[src/rtl/muldiv_unit.sv]
// Iterative 32-bit MULT/MULTU/DIV/DIVU engine that owns the HI/LO registers.
// Each RUN cycle does one shift-add or restoring-subtract step on magnitudes; SIGN applies the fix-up.
module muldiv_unit #(
  parameter int WIDTH = 32
) (
  input  logic             CLK,
  input  logic             RSTn,
  input  logic             start,
  input  logic [1:0]       op,
  input  logic [WIDTH-1:0] busA,
  input  logic [WIDTH-1:0] busB,
  input  logic             mthi,
  input  logic             mtlo,
  output logic [WIDTH-1:0] hi,
  output logic [WIDTH-1:0] lo,
  output logic             busy,
  output logic             done
);

  localparam int CW = $clog2(WIDTH);
  localparam logic [CW-1:0]      CNT_ZERO = {CW{1'b0}};
  localparam logic [CW-1:0]      CNT_ONE  = {{(CW-1){1'b0}}, 1'b1};
  localparam logic [CW-1:0]      CNT_LAST = {CW{1'b1}};
  localparam logic [WIDTH-1:0]   W_ZERO   = {WIDTH{1'b0}};
  localparam logic [WIDTH-1:0]   W_ONES   = {WIDTH{1'b1}};
  localparam logic [WIDTH-1:0]   W_ONE    = {{(WIDTH-1){1'b0}}, 1'b1};
  localparam logic [2*WIDTH-1:0] D_ZERO   = {(2*WIDTH){1'b0}};
  localparam logic [2*WIDTH-1:0] D_ONE    = {{(2*WIDTH-1){1'b0}}, 1'b1};

  typedef enum logic [1:0] {
    S_IDLE = 2'd0,
    S_RUN  = 2'd1,
    S_SIGN = 2'd2
  } state_e;

  function automatic logic [WIDTH-1:0] neg_if(input logic [WIDTH-1:0] v, input logic en);
    logic [WIDTH-1:0] r;
    if (en) r = ~v + W_ONE;
    else    r = v;
    return r;
  endfunction

  function automatic logic [2*WIDTH-1:0] neg2_if(input logic [2*WIDTH-1:0] v, input logic en);
    logic [2*WIDTH-1:0] r;
    if (en) r = ~v + D_ONE;
    else    r = v;
    return r;
  endfunction

  state_e             state_q, state_d;
  logic [CW-1:0]      count_q, count_d;
  logic               is_div_q, is_div_d;
  logic [WIDTH-1:0]   opnd_q, opnd_d;
  logic [2*WIDTH-1:0] acc_q, acc_d;
  logic [WIDTH-1:0]   dvd_q, dvd_d;
  logic               neg_res_q, neg_res_d;
  logic               neg_rem_q, neg_rem_d;
  logic [WIDTH-1:0]   hi_q, hi_d;
  logic [WIDTH-1:0]   lo_q, lo_d;
  logic               busy_q, busy_d;
  logic               done_q, done_d;

  // Operand magnitudes at issue; only the signed ops (op[0]) look at the sign bits.
  logic             sgn_a_s, sgn_b_s;
  logic [WIDTH-1:0] mag_a_s, mag_b_s;
  assign sgn_a_s = op[0] & busA[WIDTH-1];
  assign sgn_b_s = op[0] & busB[WIDTH-1];
  assign mag_a_s = neg_if(busA, sgn_a_s);
  assign mag_b_s = neg_if(busB, sgn_b_s);

  // Multiply step: acc = {partial product, remaining multiplier bits}, shifted right each cycle.
  logic [WIDTH-1:0]   addend_s;
  logic [WIDTH:0]     sum_s;
  logic [2*WIDTH-1:0] mul_step_s;
  assign addend_s   = acc_q[0] ? opnd_q : W_ZERO;
  assign sum_s      = {1'b0, acc_q[2*WIDTH-1:WIDTH]} + {1'b0, addend_s};
  assign mul_step_s = {sum_s, acc_q[WIDTH-1:1]};

  // Divide step: acc = {partial remainder, dividend/quotient bits}, shifted left each cycle.
  logic [WIDTH:0]     shift_s;
  logic               ge_s;
  logic [WIDTH-1:0]   rem_next_s;
  logic [2*WIDTH-1:0] div_step_s;
  assign shift_s    = acc_q[2*WIDTH-1:WIDTH-1];
  assign ge_s       = (shift_s >= {1'b0, opnd_q});
  assign rem_next_s = ge_s ? (shift_s[WIDTH-1:0] - opnd_q) : shift_s[WIDTH-1:0];
  assign div_step_s = {rem_next_s, acc_q[WIDTH-2:0], ge_s};

  logic [2*WIDTH-1:0] prod_fix_s;
  logic [WIDTH-1:0]   quo_fix_s, rem_fix_s;
  assign prod_fix_s = neg2_if(acc_q, neg_res_q);
  assign quo_fix_s  = neg_if(acc_q[WIDTH-1:0], neg_res_q);
  assign rem_fix_s  = neg_if(acc_q[2*WIDTH-1:WIDTH], neg_rem_q);

  // Next-state and datapath update for the IDLE/RUN/SIGN sequencer.
  always_comb begin
    state_d   = state_q;
    count_d   = count_q;
    is_div_d  = is_div_q;
    opnd_d    = opnd_q;
    acc_d     = acc_q;
    dvd_d     = dvd_q;
    neg_res_d = neg_res_q;
    neg_rem_d = neg_rem_q;
    hi_d      = hi_q;
    lo_d      = lo_q;
    done_d    = 1'b0;
    case (state_q)
      S_IDLE: begin
        if (start) begin
          is_div_d  = op[1];
          dvd_d     = busA;
          neg_res_d = sgn_a_s ^ sgn_b_s;
          neg_rem_d = sgn_a_s;
          count_d   = CNT_ZERO;
          state_d   = S_RUN;
          if (op[1]) begin
            opnd_d = mag_b_s;
            acc_d  = {W_ZERO, mag_a_s};
          end else begin
            opnd_d = mag_a_s;
            acc_d  = {W_ZERO, mag_b_s};
          end
        end else begin
          if (mthi) hi_d = busA;
          else      hi_d = hi_q;
          if (mtlo) lo_d = busA;
          else      lo_d = lo_q;
        end
      end
      S_RUN: begin
        acc_d   = is_div_q ? div_step_s : mul_step_s;
        count_d = count_q + CNT_ONE;
        if (count_q == CNT_LAST) state_d = S_SIGN;
        else                     state_d = S_RUN;
      end
      S_SIGN: begin
        done_d  = 1'b1;
        state_d = S_IDLE;
        if (is_div_q) begin
          // Divide by zero reports all-ones quotient and the raw dividend, bypassing sign fix.
          if (opnd_q == W_ZERO) begin
            hi_d = dvd_q;
            lo_d = W_ONES;
          end else begin
            hi_d = rem_fix_s;
            lo_d = quo_fix_s;
          end
        end else begin
          hi_d = prod_fix_s[2*WIDTH-1:WIDTH];
          lo_d = prod_fix_s[WIDTH-1:0];
        end
      end
      default: begin
        state_d = S_IDLE;
        count_d = CNT_ZERO;
      end
    endcase
    busy_d = (state_d != S_IDLE);
  end

  // State and result registers with synchronous active-low reset.
  always_ff @(posedge CLK) begin
    if (!RSTn) begin
      state_q   <= S_IDLE;
      count_q   <= CNT_ZERO;
      is_div_q  <= 1'b0;
      opnd_q    <= W_ZERO;
      acc_q     <= D_ZERO;
      dvd_q     <= W_ZERO;
      neg_res_q <= 1'b0;
      neg_rem_q <= 1'b0;
      hi_q      <= W_ZERO;
      lo_q      <= W_ZERO;
      busy_q    <= 1'b0;
      done_q    <= 1'b0;
    end else begin
      state_q   <= state_d;
      count_q   <= count_d;
      is_div_q  <= is_div_d;
      opnd_q    <= opnd_d;
      acc_q     <= acc_d;
      dvd_q     <= dvd_d;
      neg_res_q <= neg_res_d;
      neg_rem_q <= neg_rem_d;
      hi_q      <= hi_d;
      lo_q      <= lo_d;
      busy_q    <= busy_d;
      done_q    <= done_d;
    end
  end

  assign hi   = hi_q;
  assign lo   = lo_q;
  assign busy = busy_q;
  assign done = done_q;

endmodule

[config.mk]
export PLATFORM = sky130hd
export DESIGN_NAME = muldiv_unit
export DESIGN_NICKNAME = d
export VERILOG_FILES = /design/src/rtl/muldiv_unit.sv
export SDC_FILE = /design/constraint.sdc
export NUM_CORES = 1
export LEC_CHECK = 0
export BUFFER_PORTS_ARGS = -buffer_cell sky130_fd_sc_hd__buf_2
export CAP_MARGIN = 40
export CORE_MARGIN = 10
export CORE_UTILIZATION = 30
export DETAILED_ROUTE_END_ITERATION = 8
export GPL_ROUTABILITY_DRIVEN = 0
export PLACE_DENSITY = 0.42
export SLEW_MARGIN = 20
export SYNTH_ARGS = -nofsm -noshare
export SYNTH_HDL_FRONTEND = slang
export SYNTH_SLANG_ARGS = --single-unit
[constraint.sdc]
create_clock -name CLK -period 6.1 [get_ports CLK]
set_input_delay 0 -clock CLK [delete_from_list [all_inputs] [get_ports CLK]]
set_output_delay 0 -clock CLK [all_outputs]
set_load 0.1 [all_outputs]
==> summary.txt <==
Timing
  – Fin. Hold Viols: 0
  – Tmin final: 3.936 ns
  – Worst setup margin: approximately 2.2 ns
  – Worst Tran Pin Value: 0.9200 ns
  – Fin crit share: approximately 65%
  – Max Freq: approximately 0.25 GHz
  – Final Max Slew Viols: 0
  – RSZ-0062 raised after global routing: no
  – Setup TNS: 0 ns
  – # setup viols final: 0
  – Max transition margin: 38.10%
  – Clk_skew: ~0.014 ns

Synthesis
  – EDFF count, synth: 0
  – Largest cells by area after synthesis: dfxtp_1 24%, a21oi_1 6.2%, xor2_1 6.2%, o21ai_0 6.1%, nand2_1 6.0%
  – Post-synth cell types: 71
  – Most frequent cells after synthesis: 269 x nand2_1, 260 x nor2_1, 209 x a21oi_1
  – Yosys reg bits: 204
  – Most common cell in the netlist: nand2_1
  – Post-Synth XOR/XNOR Area: 10.59%
  – Area leader, netlist: dfxtp_1
  – Main combinational cell family by area after synthesis: compound AO/OA/AOI/OAI gates
  – Post-Synth Adder-Cell Area: 5.453%
  – Post-synthesis simple-gate area fraction: 21.56%
  – Mapped Cells: ~2300
  – Synth Net Count: 2491
  – Post-Synthesis Cell Area: 16800 µm²
  – Mux cell area share after synthesis: 3.337%
  – Complex-gate fraction of the synthesized area: between 20% and 30%
  – Post-synth ARST share: 0%
  – Top cell type's share of synthesized area: 24.31%
  – Ys Warns: 0
  – Synth Area per Inst: 7.153 µm²
  – Sequential cell area fraction in the yosys report: around 24%
  – Most used DFF post-synth: dfxtp_1

Worst setup path
  – CP peak stage delay: 0.51 ns
  – R2R depth: 13
  – CP Capture Type: flip-flop
  – FF-to-FF End: acc_q[51]
  – CP Data Arrival Time: 4.38 ns
  – Worst R2R Setup Slack: about 2.2 ns
  – CP dominant cell by count: o21ai_0
  – WP data required: 6.55 ns
  – CP cell instances: inv_2, nor2_1, ha_1, nor2b_1, o211ai_1, a21oi_1, nor3_1, o21ai_0, a21boi_0, o21ai_0, a41oi_1, xnor2_1, a221o_1
  – WS Path Type: flip-flop to flip-flop
  – Origin of the critical flop-to-flop path: acc_q[0]
  – CP max FO: 33
  – CP startpoint kind: flip-flop
  – Crit-path slowest cell: inv_2

Routing
  – Iter 0 DRT Violations: 1488
  – Via-to-Cell Ratio: ~5.5
  – DRT Pass-1 Iters: 5
  – Drt wl/cell: 23.18 µm
  – Routed via count: 17290
  – WL final: 73.09 mm
  – Antenna viol nets, final: 0
  – DRC viols: 0

Placement
  – PortBufs: 136
  – DPL Wire Length: around 55 mm
  – Post-DP Area: 17960 µm²
  – Dpl ws: 1.999 ns

Global route
  – Pin count of the biggest net entering global routing: 73
  – First-pass GRT wire length: between 100 and 150 mm
  – Vias in the first global route: 16840
  – Initial antenna violation count: 2
  – GRT overflow: 0
  – Total GRT Usage: 21.18%

Power
  – Clock share of power: 35.9%
  – Net switching power: 1.714 mW
  – Worst IR Drop VDD: 0.1864 mV
  – Internal power: around 2.8 mW
  – Power consumption: between 4 and 5 mW
  – Sequential share of power: 33.9%
  – Sw Share: between 30% and 40%
  – Power Density: 234.2 nW/µm²
  – Share of total power in combinational logic: 30.2%
  – Lkg Pwr: 7.958 nW

Cells and area
  – ANT cells: 0
  – Layout area overhead: 14.76%
  – Proportion of layout cells with a drive suffix above 1: 10.81%
  – Post-route cell area: 19280 µm²
  – Final nets: about 2500
  – FILL cells: 6007

Floorplan
  – DIE WIDTH: 256.6 µm
  – FP Rows: between 80 and 90
  – Die area: 65850 µm²
  – IO Count: 137
  – Die Height: 256.6 µm
  – Core Footprint: about 55000 µm²
  – Initial core utilization: around 30%

Job
  – Max Cap Viol: 0

CTS
  – Clock insertion delay at the later pin of the skew report: between 0.5 and 0.6 ns
  – Sink Count: between 200 and 250
  – Root Driver: clkbuf_16
  – CTS Buffer Depth: 3
  – Post-cts resize count: 0
  – Cts bufs inserted: 26
  – H-Tree Level Count: 1
  – CTS tree: yes
  – CTS clock-pin slew for the worst setup and hold paths: 0.06 ns

Min path
  – WHS Path Cells: 2
  – Hold crit path type: input port to flip-flop
  – Hold Path End: dvd_q[30]
  – Min-Delay Startpoint: RSTn

Outcome
  – Status: complete, no violations
## registers in the layout (all words and copies together) (netlist names)
register	cells
lo	32
state_q	2
hi	32
neg_rem_q	1
dvd_q	32
is_div_q	1
neg_res_q	1
acc_q	64
done	1
opnd_q	32
busy	1
count_q	5
## cell usage in the layout, fill, tap and decap left out, types with 25 or more instances in the layout
cell type      synthesis  final
clkbuf_16              0     27
dfxtp_1              204    202
nor3_1                31     30
o31ai_1               29     29
a21oi_1              209    207
a21boi_0              56     56
inv_1                 71     70
a211oi_1              34     34
nor2_1               260    257
ha_1                  70     70
a21o_1                27     27
buf_2                  5    135
o21ai_0              206    206
nand3_1               53     53
nand2_1              269    269
xor2_1               119    119
dlygate4sd3_1          0     42
mux2i_1               47     47
o211ai_1              39     39
buf_4                  0     25
xnor2_1               84     84
## how the worst max path moves through the flow
stage / startpoint / endpoint / depth (start not counted)
after floorplan: acc_q[0] / acc_q[58] / 15
after global placement: acc_q[0] / acc_q[51] / 13
after detailed placement: acc_q[33] / acc_q[35] / 11
after CTS: acc_q[33] / acc_q[35] / 11
after global routing: acc_q[0] / acc_q[58] / 13
final: acc_q[0] / acc_q[51] / 13
## repair_timing
item,4_1_cts,5_1_grt
hold buffers,42,0
hold endpoints to repair,66,0
setup buffers,0,0
## cells by family (layout without fill, tap and decap cells)
group                    Yosys count  count (layout)
AND/OR/NAND/NOR                  787             787
AO/OA/AOI/OAI                    759             759
buffers and inverters            268             325
flip-flops                       204             204
XOR/XNOR                         203             203
adder cells (fa/ha/maj)           72              72
multiplexers                      55              55
## layer usage
layer	GRT usage (%)	routed length (µm)
met1	26.92	31940
met2	35.87	34570
met3	2.612	3552
met4	8.184	3035
met5	0	0
## cell type report
cell class                      count  area, µm²  area share, %
Clock buffer                       37      773.2          4.011
Sequential cell                   204       4089          21.21
Timing Repair Buffer              207       1380          7.160
Clock inverter                      9      98.84         0.5128
Tap cell                          748      935.9          4.855
Multi-Input combinational cell   1876      11730          60.85
Inverter                           72      270.3          1.402
## power by group through the flow
stage / Sequential, mW / Combinational (mW) / Clock, mW
CTS: 1.53 / 1.35 / 1.66
detailed placement: 1.56 / 1.32 / 0
global route: 1.54 / 1.48 / 1.70
global placement: 1.56 / 1.32 / 0
floorplan: 1.67 / 0.774 / 0
finish: 1.53 / 1.36 / 1.62
## worst max-delay path: cells and delay by family (launching register included)
family | cells | cell delay (ns)
compound gates | 7 | 1.75
flops | 1 | 0.37
buf+inv | 1 | 0.51
simple gates | 3 | 0.72
xor+xnor | 1 | 0.10
fa+ha+maj | 1 | 0.36
## per-stage QoR
| stage | hold slack [ns] | std cells | utilization, % |
|---|---|---|---|
| after floorplan | 0.1449 | 2348 | - |
| after global placement | 0.3314 | 3060 | 32.34 |
| after detailed placement | 0.3418 | 3064 | 32.47 |
| after CTS | 0.0006549 | 3152 | 34.80 |
| after global routing | 0.05141 | 3153 | 34.85 |
| final | 0.01374 | 3153 | 34.85 |
No activity file was read; power rests on OpenSTA's default activity.
